==> src/rtl/fc_cu_multipass.sv <==
// Multi-pass control unit for a fully-connected layer: sequences input/weight reads,
// MAC clear/enable and per-group writes. Optional ReLU gating behind `FC_CU_RELU_EN`.
module fc_cu_multipass #(
  parameter int IFM_DEPTH   = 120,
  parameter int NUM_NEURONS = 84,
  parameter int LANES       = 16,
  parameter int READ_LAT    = 2,
  parameter int IFM_AW      = $clog2(IFM_DEPTH),
  parameter int WM_AW       = $clog2(((NUM_NEURONS + LANES - 1) / LANES) * IFM_DEPTH),
  parameter int PASS_W      = (((NUM_NEURONS + LANES - 1) / LANES) > 1)
                              ? $clog2((NUM_NEURONS + LANES - 1) / LANES) : 1
) (
  input  logic              clk,
  input  logic              reset,
  input  logic              start_from_previous,
  output logic              end_to_previous,
  output logic              start_to_next,
  input  logic              end_from_next,
  output logic              ifm_rd_en,
  output logic [IFM_AW-1:0] ifm_addr,
  output logic              wm_rd_en,
  output logic [WM_AW-1:0]  wm_addr,
  output logic              acc_clear,
  output logic              mac_en,
  output logic              wr_en_next,
  output logic [PASS_W-1:0] wr_group,
  output logic [LANES-1:0]  lane_mask,
  output logic              busy,
`ifdef FC_CU_RELU_EN
  input  logic              relu_bypass,
  output logic              relu_en,
`endif
  output logic [2:0]        dbg_state_o
);

  localparam int NUM_PASSES = (NUM_NEURONS + LANES - 1) / LANES;
  localparam int LAST_LANES = NUM_NEURONS - (NUM_PASSES - 1) * LANES;
  localparam int DRN_W      = $clog2(READ_LAT + 1);

  localparam logic [LANES-1:0]  FULL_MASK = '1;
  localparam logic [LANES-1:0]  LAST_MASK = FULL_MASK >> (LANES - LAST_LANES);
  localparam logic [IFM_AW-1:0] IFM_LAST  = IFM_AW'(IFM_DEPTH - 1);
  localparam logic [DRN_W-1:0]  DRN_LAST  = DRN_W'(READ_LAT);
  localparam logic [PASS_W-1:0] PASS_LAST = PASS_W'(NUM_PASSES - 1);

  typedef enum logic [2:0] {
    S_IDLE  = 3'd0,
    S_RUN   = 3'd1,
    S_DRAIN = 3'd2,
    S_DONE  = 3'd3,
    S_HOLD  = 3'd4
  } state_t;

  state_t              state_q, state_d;
  logic [IFM_AW-1:0]   ifm_addr_q, ifm_addr_d;
  logic [WM_AW-1:0]    wm_addr_q, wm_addr_d;
  logic [PASS_W-1:0]   pass_q, pass_d;
  logic [DRN_W-1:0]    drain_q, drain_d;
  logic [READ_LAT-1:0] rd_dly_q;
  logic [READ_LAT-1:0] clr_dly_q;
  logic                last_drain;

  always_ff @(posedge clk or negedge reset) begin
    if (!reset) begin
      state_q    <= S_IDLE;
      ifm_addr_q <= '0;
      wm_addr_q  <= '0;
      pass_q     <= '0;
      drain_q    <= '0;
    end else begin
      state_q    <= state_d;
      ifm_addr_q <= ifm_addr_d;
      wm_addr_q  <= wm_addr_d;
      pass_q     <= pass_d;
      drain_q    <= drain_d;
    end
  end

  // wm_addr is a single running counter across passes, so it always equals
  // pass*IFM_DEPTH + ifm_addr while reading without a multiplier.
  always_comb begin
    state_d    = state_q;
    ifm_addr_d = ifm_addr_q;
    wm_addr_d  = wm_addr_q;
    pass_d     = pass_q;
    drain_d    = drain_q;
    unique case (state_q)
      S_IDLE: begin
        if (start_from_previous) begin
          state_d    = S_RUN;
          ifm_addr_d = '0;
          wm_addr_d  = '0;
          pass_d     = '0;
        end
      end
      S_RUN: begin
        wm_addr_d = wm_addr_q + WM_AW'(1);
        if (ifm_addr_q == IFM_LAST) begin
          ifm_addr_d = '0;
          drain_d    = '0;
          state_d    = S_DRAIN;
        end else begin
          ifm_addr_d = ifm_addr_q + IFM_AW'(1);
        end
      end
      S_DRAIN: begin
        if (drain_q == DRN_LAST) begin
          drain_d = '0;
          if (pass_q == PASS_LAST) begin
            state_d = S_DONE;
          end else begin
            pass_d  = pass_q + PASS_W'(1);
            state_d = S_RUN;
          end
        end else begin
          drain_d = drain_q + DRN_W'(1);
        end
      end
      S_DONE:  state_d = S_HOLD;
      S_HOLD:  if (end_from_next) state_d = S_IDLE;
      default: state_d = S_IDLE;
    endcase
  end

  // Delay lines align read-side strobes with data arriving at the MAC.
  always_ff @(posedge clk or negedge reset) begin
    if (!reset) begin
      rd_dly_q  <= '0;
      clr_dly_q <= '0;
    end else begin
      rd_dly_q  <= (rd_dly_q << 1) | READ_LAT'(ifm_rd_en);
      clr_dly_q <= (clr_dly_q << 1) | READ_LAT'(ifm_rd_en & (ifm_addr_q == '0));
    end
  end

  assign last_drain      = (state_q == S_DRAIN) && (drain_q == DRN_LAST);
  assign end_to_previous = (state_q == S_IDLE);
  assign busy            = (state_q != S_IDLE);
  assign start_to_next   = (state_q == S_DONE);
  assign ifm_rd_en       = (state_q == S_RUN);
  assign wm_rd_en        = (state_q == S_RUN);
  assign ifm_addr        = ifm_addr_q;
  assign wm_addr         = wm_addr_q;
  assign wr_en_next      = last_drain;
  assign wr_group        = last_drain ? pass_q : '0;
  assign lane_mask       = !last_drain ? '0 : ((pass_q == PASS_LAST) ? LAST_MASK : FULL_MASK);
  assign mac_en          = rd_dly_q[READ_LAT-1];
  assign acc_clear       = clr_dly_q[READ_LAT-1];
  assign dbg_state_o     = state_q;

`ifdef FC_CU_RELU_EN
  assign relu_en = last_drain & ~relu_bypass;
`endif

endmodule

==> config.mk <==
export PLATFORM = sky130hd
export DESIGN_NAME = fc_cu_multipass
export DESIGN_NICKNAME = d
export VERILOG_FILES = /design/src/rtl/fc_cu_multipass.sv
export SDC_FILE = /design/constraint.sdc
export NUM_CORES = 1
export LEC_CHECK = 0
export ABC_CLOCK_PERIOD_IN_PS = 2700
export CAP_MARGIN = 20
export CELL_PAD_IN_SITES_DETAIL_PLACEMENT = 0
export CELL_PAD_IN_SITES_GLOBAL_PLACEMENT = 1
export CORE_MARGIN = 2
export CORE_UTILIZATION = 34
export DETAILED_ROUTE_END_ITERATION = 7
export GPL_ROUTABILITY_DRIVEN = 0
export PLACE_DENSITY = 0.78
export RECOVER_POWER = 100
export SLEW_MARGIN = 5
export SYNTH_ARGS = -nofsm -noshare
export SYNTH_HDL_FRONTEND = slang
export SYNTH_SLANG_ARGS = --single-unit
==> constraint.sdc <==
create_clock -name clk -period 2.7 [get_ports clk]
set_input_delay 0.405 -clock clk [delete_from_list [all_inputs] [get_ports clk]]
set_output_delay 0.405 -clock clk [all_outputs]
set_load 0.03 [all_outputs]
* Word level (Yosys, flattened, before mapping)
Index checks and enable logic that the tools add are counted.
** Operators by class
- Eq/ne operators :: 12
- Add/subtract/negate cells :: 4
- Bitwise logic cells :: 3
- Reduce and logical (&&, ||, !) cells :: 11
- Multiplexer cells :: 21
** Operator list (number)
- $mux 16 :: 2
- $mux 3 :: 8
- $pmux 10 s2 :: 1
- $pmux 3 s5 :: 1
- $mux 7 :: 2
- $pmux 7 s2 :: 1
- $add 10x1->10 const B :: 1
- $mux 10 :: 1
- $ne 2x2->1 const B :: 4
- $reduce_and 4->1 :: 2
- $add 7x1->7 const B :: 1
- $eq 7x7->1 const B :: 1
- $logic_not 7->1 :: 1
- $eq 3x2->1 const B :: 2
- $eq 3x3->1 const B :: 2
- $mux 2 :: 3
- $pmux 3 s2 :: 1
- $reduce_bool 2->1 :: 3
- $or 2x1->2 :: 2
- $pmux 2 s2 :: 1
- $reduce_and 2->1 :: 2
- $add 3x1->3 const B :: 1
- $eq 3x1->1 const B :: 1
- $logic_not 3->1 :: 1
- 6 further kinds :: 6
** Storage, ports and cells
- Output and inout bits :: 47
- Register bits :: 29
- Input port bits :: 4
- Logic and storage cells :: 58

* Longest topological paths before layout
Gate-level depths: netlist (run 1).
- Depth in word-level cells :: 4
- Gate-level depth with buffers :: 7

* Worst setup path before layout (run 1)
Ideal clock, no wire load.
- Path kind :: register to output
- Start :: register state_q[1] (netlist: dbg_state_o[1])
- End :: output lane_mask[10]
- Stages on the path, launching flop included :: 7
- Path slack :: -0.874 ns
- Buffers on the path :: 2
- Arrival :: 3.169 ns
- Path through :: dfrtp_1 > buf_2 > inv_1 > nor4_1 > nand2_1 > inv_1 > buf_4
** Between the ends
- Longest elaborated chain between the ends :: 3
** RTL lines
- start, declared :: line 54 : state_t state_q, state_d;
- start signal, assigned :: line 71 : state_q <= state_d;
- $eq 3x2->1 :: line 136 : assign last_drain = (state_q == S_DRAIN) && (drain_q == DRN_LAST);
- $logic_and 1x1->1 :: line 136
- named net wr_en_next :: line 25 : output logic wr_en_next,
- $mux 16 :: line 146 : assign lane_mask = !last_drain ? '0 : ((pass_q == PASS_LAST) ? LAST_MASK : FULL_MASK);
- end, declared :: line 27 : output logic [LANES-1:0] lane_mask,
The timed path passes the listed nets, and every way through them passes these cells.

* Worst setup path in the final report (run 1)
- Start :: register state_q[0] (netlist: dbg_state_o[0])
- End :: output ifm_rd_en
** Between the ends
- Longest elaborated chain between the ends :: 1
** RTL lines
- $eq 3x1->1 :: line 140 : assign ifm_rd_en = (state_q == S_RUN);
- end, declared :: line 19 : output logic ifm_rd_en,
No other way between the ends.

==> impl_metrics.json, run 1 <==
{
  "status": "finished with violations",
  "ys_async_sr_fraction_pct": 100,
  "hold_buffers": 0,
  "setup_viol": 0,
  "p_sw_mw": 1.15,
  "synth.yosys.seq_area_share_pct": 45.2,
  "p_int_mw": 1.22,
  "max_stage_delay_ps": 720,
  "cp_slowest_cell": "clkdlybuf4s50_1",
  "fin_crit_sh_pct": 94.4,
  "antenna_cells": 0,
  "critPathKind": "flop to output port",
  "n_fill_cell": 484,
  "cts_tree": "built",
  "crit_fanout": 10,
  "cts_setup_buffers": 0,
  "path_cells": "or3b_1 > clkinv_1 > clkdlybuf4s50_1",
  "report.final.slew_viol_count": 30,
  "die_area_um2": 5290,
  "worst_ir_drop_vdd_mv": 0.683,
  "seq_area_um2": 726,
  "rrSetupSlack_ps": 460,
  "min_path_type": "flop to flop",
  "grt_pass1_wl_um": 5780,
  "maxCapViolCount": 1,
  "reg2reg_depth": 5,
  "vias_per_cell": 4.99,
  "synthesis.instances": 176,
  "combPwrFrac_pct": 54.1,
  "post-route-min-period_ps": 2550,
  "ant_nets": 0,
  "drt-initial-drc-count": 63,
  "fmax_mhz": 393,
  "worstHoldPathCells": 0,
  "netlist.area_leader.share_pct": 45.2,
  "port-buffer-count": 50,
  "firstDrtPassIters": 5,
  "slew_headroom_pct": -6.40,
  "clockPowerShare_pct": 14.6,
  "area_growth_pct": 29.8,
  "yosysMostFrequentCell": "dfrtp_1",
  "syn_avg_cell_area_um2": 9.13,
  "wire_per_inst_um": 13.4,
  "start_kind": "flop",
  "nNetsFinal": 229,
  "cp.required_ps": 2300,
  "yosys.cell_types.count": 39,
  "syn_nets": 185,
  "rows": 25,
  "clock_latency_ps": 280,
  "yosysWarningCount": 0,
  "first_global_vias": 1213,
  "hold_viol": 0,
  "die_height_um": 72.7,
  "yosys.area.top_type": "dfrtp_1",
  "cts.sinks": 29,
  "clockBufferDepth": 2,
  "grt_max_degree": 30,
  "worstSetupEndpointType": "output port",
  "die-width_um": 72.7,
  "multi_input_area_um2": 709,
  "cts_resized": 0,
  "ctsHtreeMaxLevel": 2,
  "io-pin-count": 51,
  "tightestPinTransition_ps": 1600,
  "cts_buffers": 5,
  "ys_seq_elements": 29,
  "power-per-cell-area_nw_per_um2": 1130,
  "drive_gt1_share_pct": 6.79,
  "p_sw_share_pct": 48.6,
  "fin_skew_ps": 4.46,
  "dp_hpwl_um": 2550,
  "antenna_found_initial": 0,
  "yosys_most_used_dff": "dfrtp_1",
  "syn_area_um2": 1610,
  "violations": "max-capacitance violations, max-slew violations",
  "synth_edf_count": 0,
  "coreArea_um2": 4630,
  "initial_core_util_pct": 34.7,
  "grt_usage_pct": 14.4,
  "cts_root_buffer": "clkbuf_8",
  "synth_area_leaders": "dfrtp_1 (45%), buf_4 (7.5%), o21ai_0 (5.9%)",
  "p_leak_nw": 0.974,
  "fin_tns_setup_ps": 0,
  "p_seq_share_pct": 31.4,
  "path_clk_slew_ps": 60,
  "dr_total_vias": 1372,
  "rsz0062_at_grt": "false",
  "route.final.wire_length_um": 3680,
  "gr-total-overflow": 0,
  "cp_data_arrival_time_ps": 2140,
  "fin_total_pwr_mw": 2.37,
  "synth_common_cells": "dfrtp_1 (29), nand2_1 (23), o21ai_0 (19), buf_4 (16)",
  "drcViolationCount": 0
}
flip-flops by register name (all words and copies together) (netlist names):
name and cells:
ifm_addr 7, pass_q 3, drain_q 2, dbg_state_o 3, clr_dly_q 2, rd_dly_q 2
wm_addr 10
power groups by stage:
stage	combinational [mW]	sequential (mW)	clock, mW
floorplan	0.724	0.891	0
global placement	1.38	0.755	0
detailed placement	1.38	0.752	0
CTS	1.39	0.747	0.353
global route	1.40	0.770	0.378
finish	1.28	0.742	0.345
kinds of logic after synthesis:
kind of cell / share of synthesized area [%]
adders and majority gates: 3.89
DFF: 45.2
muxes: 2.57
buffers and inverters: 10.7
xor gates and xnor gates: 0.545
and+or+nand+nor: 21.5
AOI/OAI and AO/OA: 15.7
layout make-up:
type	instances	share of cell area [%]
Multi-Input combinational cell	118	34.0
Tap cell	54	3.24
Sequential cell	29	34.8
Clock buffer	6	3.48
Timing Repair Buffer	58	22.6
Clock inverter	2	0.480
Inverter	8	1.44
per-layer routing:
metal  vias up  track usage (%)  share of wire [%]
met2        41             21.9                 46
met4         0             5.56               0.71
li1        690                -                  -
met5         -                0                  0
met3         2             4.70                5.9
met1       639             19.1                 48
cell usage in the layout (no fill, tap or decap), types with 2 or more instances in the layout:
cell / count
dlygate4sd3_1: 32
dfrtp_1: 29
nand2_1: 23
o21ai_0: 19
clkbuf_1: 17
nor2_1: 10
nand3_1: 10
inv_1: 7
a21oi_1: 6
clkdlybuf4s50_1: 6
ha_1: 5
clkbuf_8: 5
nor3_1: 4
buf_4: 4
and3_1: 3
and2_1: 3
mux2i_1: 3
o31ai_1: 3
nand2b_1: 2
nor4_1: 2
o21a_1: 2
nor2b_1: 2
a31oi_1: 2
a22o_1: 2
o211ai_1: 2
clkinv_2: 2
worst max-delay path: cells and delay by family, from the launching register on:
kind / cells / cell delay, ps
DFF: 1 / 540
buffers and inverters: 2 / 920
and+or+nand+nor: 1 / 410
path summary, 6_finish.rpt:
check	startpoint	endpoint
setup / recovery	dbg_state_o[0]	ifm_rd_en
hold / removal	rd_dly_q[0]	rd_dly_q[1]
setup reg to reg	dbg_state_o[0]	wm_addr[9]
hold reg to reg	rd_dly_q[0]	rd_dly_q[1]
max in group asynchronous	reset	dbg_state_o[2]
min in group asynchronous	reset	wm_addr[5]
metrics by stage:
| stage | cells | area, um2 | utilization (%) | setup WS [ps] | hold WS [ps] |
|---|---|---|---|---|---|
| after floorplan | 176 | 1620 | - | 29.1 | 109 |
| after global placement | 267 | 2110 | 45.5 | 396 | 333 |
| after detailed placement | 267 | 2110 | 45.5 | 343 | 336 |
| after CTS | 275 | 2190 | 47.3 | 33.2 | 349 |
| after global routing | 275 | 2090 | 45.1 | 24.9 | 358 |
| final | 275 | 2090 | 45.1 | 152 | 350 |
(Power assumes the default switching activity.)
==> inputs of run 2 (changes only) <==
Settings changed: ABC_CLOCK_PERIOD_IN_PS 2700 to 3050, CORE_UTILIZATION 34 to 36, MAX_ROUTING_LAYER from default to met4, PLACE_DENSITY 0.78 to 0.82.
Clock period 2.7 ns to 3.05 ns, I/O delays scaled along.
==> run 2 against run 1 <==
  * The run still ends with max-capacitance violations, max-slew violations left
  * Clock power is 18% higher
  * Register-to-register slack better by 310 ps
  * Worst setup slack better by 170 ps
  * Count of clock-buffer cells in the layout is 1 higher
  * Sequential cell count stayed put
  * Clock skew is 3.5 ps higher
  * Non-clock buffer count is 3 lower
  * Sequential share of layout area is 1.3 points lower
  * Global-route usage is 0.76 points higher
  * Combinational power is 14% lower
==> impl_metrics.json, run 2 (synthesis gave the netlist of run 1 again) <==
{
  "power-per-cell-area_nw_per_um2": 996,
  "n_fill_cell": 432,
  "cts_setup_buffers": 0,
  "largest_reg_flops": 10,
  "grt_usage_pct": 15.2,
  "ctsHtreeMaxLevel": 2,
  "start_kind": "flop",
  "cts_tree": "built",
  "hold_viol": 0,
  "antenna_cells": 0,
  "vias_per_cell": 5.01,
  "dp_hpwl_um": 2500,
  "path_clk_slew_ps": 60,
  "cts.sinks": 29,
  "gr-total-overflow": 0,
  "coreArea_um2": 4320,
  "drive_gt1_share_pct": 5.96,
  "fin_area_um2": 2160,
  "dpl_worst_slack_ps": 607,
  "wire_per_inst_um": 13.1,
  "tightestPinTransition_ps": 1560,
  "seq_area_um2": 726,
  "worst_ir_drop_vdd_mv": 0.533,
  "cp.required_ps": 2590,
  "layoutNonFillerInstCount": 270,
  "hold_ws_ps": 348,
  "io-pin-count": 51,
  "final_cell_mix": "dlygate4sd3_1 (49), dfrtp_1 (29), nand2_1 (23)",
  "cts_resized": 0,
  "maxCapViolCount": 1,
  "violations": "max-capacitance violations, max-slew violations",
  "grt_max_degree": 30,
  "dp_cells": 262,
  "cp_data_arrival_time_ps": 2270,
  "min_path_type": "flop to flop",
  "ant_nets": 0,
  "dpl-instance-area_um2": 2070,
  "drt-initial-drc-count": 66,
  "antenna_found_initial": 0,
  "multi_input_area_um2": 701,
  "post-route-min-period_ps": 2730,
  "fin_total_pwr_mw": 2.16,
  "firstDrtPassIters": 6,
  "status": "finished with violations",
  "die_area_um2": 5010,
  "utilization_pct": 50.1,
  "slew_headroom_pct": -3.81,
  "cts_buffers": 5,
  "clockBufferDepth": 2,
  "first_global_vias": 1208,
  "fin_tns_setup_ps": 0,
  "critPathKind": "flop to output port",
  "crit_fanout": 13,
  "initial_core_util_pct": 37.2,
  "nNetsFinal": 226,
  "report.final.slew_viol_count": 30,
  "drcViolationCount": 0,
  "fin_skew_ps": 7.94,
  "worstSetupEndpointType": "output port",
  "finalWorstSetupSlack_ps": 318,
  "final_common_cell": "dlygate4sd3_1",
  "port-buffer-count": 50,
  "fin_crit_sh_pct": 89.6,
  "setup_viol": 0,
  "clock_latency_ps": 280,
  "dr_total_vias": 1354,
  "grt_pass1_wl_um": 5740,
  "die_height_um": 70.8,
  "p_leak_nw": 1.06,
  "hold_buffers": 0,
  "die-width_um": 70.8,
  "fmax_mhz": 366,
  "area_growth_pct": 34.7,
  "rsz0062_at_grt": "false",
  "route.final.wire_length_um": 3540,
  "cts_root_buffer": "clkbuf_8",
  "rows": 24
}
-- run 2: where the power goes --
group	leakage (nW)	internal, mW	total [mW]	switching, mW
Sequential	0.387	0.506	0.651	0.145
Clock	0.0585	0.266	0.406	0.140
Combinational	0.614	0.395	1.10	0.703
Total	1.06	1.17	2.16	0.988
-- run 2: final timing paths --
kind	startpoint	to	slack [ps]	cells past startpoint
max	dbg_state_o[2]	lane_mask[14]	320	4
min	rd_dly_q[0]	rd_dly_q[1]	350	0
max reg2reg	dbg_state_o[2]	wm_addr[9]	770	5
min reg2reg	rd_dly_q[0]	rd_dly_q[1]	350	0
max in group asynchronous	reset	drain_q[0]	1040	2
min in group asynchronous	reset	wm_addr[9]	1100	2
-- run 2: worst max-delay path, cell delays in order (launching register included) --
cell and delay, ps:
dfrtp_1 510, nor4_2 370, nand2_1 130, inv_1 210, dlygate4sd3_1 780
-- run 2: area by class of cell --
type                            count  share of cell area [%]
Sequential cell                    29                    33.5
Multi-Input combinational cell    118                    32.4
Timing Repair Buffer               55                    24.3
Clock buffer                        7                    3.99
Tap cell                           52                    3.01
Clock inverter                      1                    1.39
Inverter                            8                    1.39
-- run 2: per-layer routing --
| layer | routed length, um | vias up | global-route usage [%] |
|---|---|---|---|
| li1 | - | 683 | - |
| met1 | 1790 | 633 | 21.8 |
| met2 | 1530 | 33 | 19.4 |
| met3 | 161 | 5 | 4.99 |
| met4 | 65 | 0 | 6.29 |
| met5 | 0 | - | - |
==> inputs of run 3 (changes only) <==
Settings changed: ABC_AREA from default to 1, PLACE_DENSITY 0.82 to 0.84, SETUP_SLACK_MARGIN from default to 0.05.
==> run 3 against run 2 <==
  * The flow still finishes with violations (max-capacitance violations, max-slew violations)
  * Via count rose by 7.8%
  * Critical endpoint is now wm_rd_en
  * Die area rose by 4.3%
  * Hold slack improved by 2.3 ps
  * Register-to-register slack better by 290 ps
  * Critical path depth is the same
  * Largest cell class unchanged
  * Sequential share of layout area fell by 0.83 points
  * Count of clock-buffer cells in the layout stayed put
  * Critical path type unchanged
==> impl_metrics.json, run 3 <==
{
  "grt_usage_pct": 15.3,
  "ant_nets": 0,
  "grt_max_degree": 30,
  "start_kind": "flop",
  "n_fill_cell": 434,
  "power-per-cell-area_nw_per_um2": 1040,
  "final_cell_mix": "nand2_1 (51), dlygate4sd3_1 (47), inv_1 (30)",
  "cp_data_arrival_time_ps": 2330,
  "io-pin-count": 51,
  "syn_avg_cell_area_um2": 7.89,
  "setup_viol": 0,
  "worstSetupEndpointType": "output port",
  "slew_headroom_pct": -3.24,
  "syn_nets": 222,
  "drcViolationCount": 0,
  "status": "finished with violations",
  "synth_common_cells": "nand2_1 (49), dfrtp_1 (29), inv_1 (29), nand3_1 (23), nor2_1 (19)",
  "wire_per_inst_um": 11.5,
  "ys_async_sr_fraction_pct": 100,
  "yosysWarningCount": 0,
  "crit_fanout": 14,
  "rows": 24,
  "violations": "max-capacitance violations, max-slew violations",
  "cts_resized": 0,
  "yosys_most_used_dff": "dfrtp_1",
  "hold_viol": 0,
  "yosysMostFrequentCell": "nand2_1",
  "cts_buffers": 5,
  "clockBufferDepth": 2,
  "rsz0062_at_grt": "false",
  "fin_tns_setup_ps": 0,
  "antenna_cells": 0,
  "yosys.cell_types.count": 25,
  "final_common_cell": "nand2_1",
  "synthMuxAreaShare_pct": 0,
  "synth_edf_count": 0,
  "multi_input_area_um2": 687,
  "dpl_worst_slack_ps": 317,
  "die-width_um": 72.3,
  "cp.required_ps": 2590,
  "rrSetupSlack_ps": 1060,
  "report.final.slew_viol_count": 30,
  "first_global_vias": 1323,
  "port-buffer-count": 50,
  "coreArea_um2": 4410,
  "reg2reg_depth": 5,
  "path_clk_slew_ps": 60,
  "fmax_mhz": 359,
  "syn_area_um2": 1680,
  "clock_latency_ps": 280,
  "initial_core_util_pct": 38.1,
  "drive_gt1_share_pct": 7.00,
  "dr_total_vias": 1460,
  "worst_ir_drop_vdd_mv": 0.531,
  "min_to": "rd_dly_q[1]",
  "p_leak_nw": 1.16,
  "drt-initial-drc-count": 84,
  "die_height_um": 72.3,
  "antenna_found_initial": 0,
  "cts_setup_buffers": 0,
  "synth_compound_gate_area_share_pct": 7.97,
  "fin_crit_sh_pct": 91.2,
  "synthAdderAreaFrac_pct": 3.72,
  "ys_seq_elements": 29,
  "critPathKind": "flop to output port",
  "hold_buffers": 0,
  "dp_hpwl_um": 2620,
  "seq_area_um2": 726,
  "tightestPinTransition_ps": 1550,
  "synth_top_family_by_area": "simple AND/OR/NAND/NOR gates",
  "die_area_um2": 5230,
  "cts.sinks": 29,
  "nNetsFinal": 265,
  "synth.yosys.seq_area_share_pct": 43.2,
  "synthesis.instances": 213,
  "synth_area_leaders": "dfrtp_1 (43%), nand2_1 (11%), buf_4 (7.1%)",
  "firstDrtPassIters": 4,
  "gr-total-overflow": 0,
  "cts_tree": "built",
  "cts_root_buffer": "clkbuf_8",
  "synthSimpleGateAreaFrac_pct": 28.4,
  "route.final.wire_length_um": 3560,
  "synth-xor-area-share_pct": 1.56,
  "worstHoldPathCells": 0,
  "min_from": "rd_dly_q[0]",
  "area_growth_pct": 32.1,
  "netlist.area_leader.share_pct": 43.2,
  "min_path_type": "flop to flop",
  "maxCapViolCount": 1,
  "largest_reg_flops": 10,
  "yosys.area.top_type": "dfrtp_1",
  "ctsHtreeMaxLevel": 2,
  "grt_pass1_wl_um": 5980,
  "worstReg2RegEnd": "ifm_addr[3]",
  "fin_skew_ps": 3.52,
  "vias_per_cell": 4.72,
  "post-route-min-period_ps": 2780,
  "r2r_start": "dbg_state_o[1]",
  "finalWorstSetupSlack_ps": 267
}
-- run 3: changes by cell type after synthesis, moves of 4 or more --
cell / delta
nand2_1: +26
inv_1: +22
nand3_1: +13
nor2_1: +9
and2_1: -4
nor3_1: -4
o21ai_0: -4
-- run 3: worst max path at each step --
stage / start / to / slack [ps] / cells after the start
5_1_grt: dbg_state_o[1] / lane_mask[8] / 100 / 8
3_3_place_gp: start_from_previous / lane_mask[12] / 380 / 9
3_5_place_dp: start_from_previous / lane_mask[13] / 320 / 9
6_report: dbg_state_o[1] / wm_rd_en / 270 / 4
4_1_cts: start_from_previous / lane_mask[13] / 310 / 9
2_1_floorplan: dbg_state_o[1] / lane_mask[10] / 490 / 7
-- run 3: final cells by class --
class | instances | share of cell area [%]
Sequential cell | 29 | 32.7
Tap cell | 52 | 2.93
Timing Repair Buffer | 53 | 23.4
Clock buffer | 7 | 4.34
Multi-Input combinational cell | 135 | 30.9
Clock inverter | 1 | 0.225
Inverter | 32 | 5.47
-- run 3: logic make-up after synthesis --
kind of cell / Yosys count
and+or+nand+nor: 103
DFF: 29
AOI/OAI and AO/OA: 24
xor gates and xnor gates: 3
adders and majority gates: 5
buffers and inverters: 49
-- run 3: power breakdown --
group          internal, mW  switching [mW]  leakage (nW)  total, mW
Clock                 0.204           0.147        0.0542      0.351
Combinational         0.437           0.846         0.719       1.28
Sequential            0.521           0.146         0.388      0.667
-- run 3: layer usage --
metal	share of wire, %	vias up	global-route usage, %
li1	-	755	-
met1	47	668	20.1
met4	1.5	0	5.66
met2	47	33	22.1
met3	4.9	4	5.00
met5	0	-	-
-- run 3: critical path, cell delays in order (launching register included) --
cell             delay (ps)
dfrtp_1                 510
inv_2                   120
nand3_4                 140
clkinvlp_2              500
clkdlybuf4s50_1         770
-- run 3: per-stage QoR --
| stage | hold slack (ps) | power [mW] | utilization, % | instances | instance area, um2 |
|---|---|---|---|---|---|
| 2_1_floorplan | 162 | 1.60 | - | 213 | 1680 |
| 4_1_cts | 353 | 2.42 | 50.7 | 309 | 2240 |
| 3_5_place_dp | 339 | 2.05 | 48.4 | 301 | 2140 |
| 6_report | 351 | 2.30 | 50.3 | 309 | 2220 |
| 5_1_grt | 368 | 2.47 | 50.3 | 309 | 2220 |
| 3_3_place_gp | 333 | 2.05 | 48.4 | 301 | 2140 |
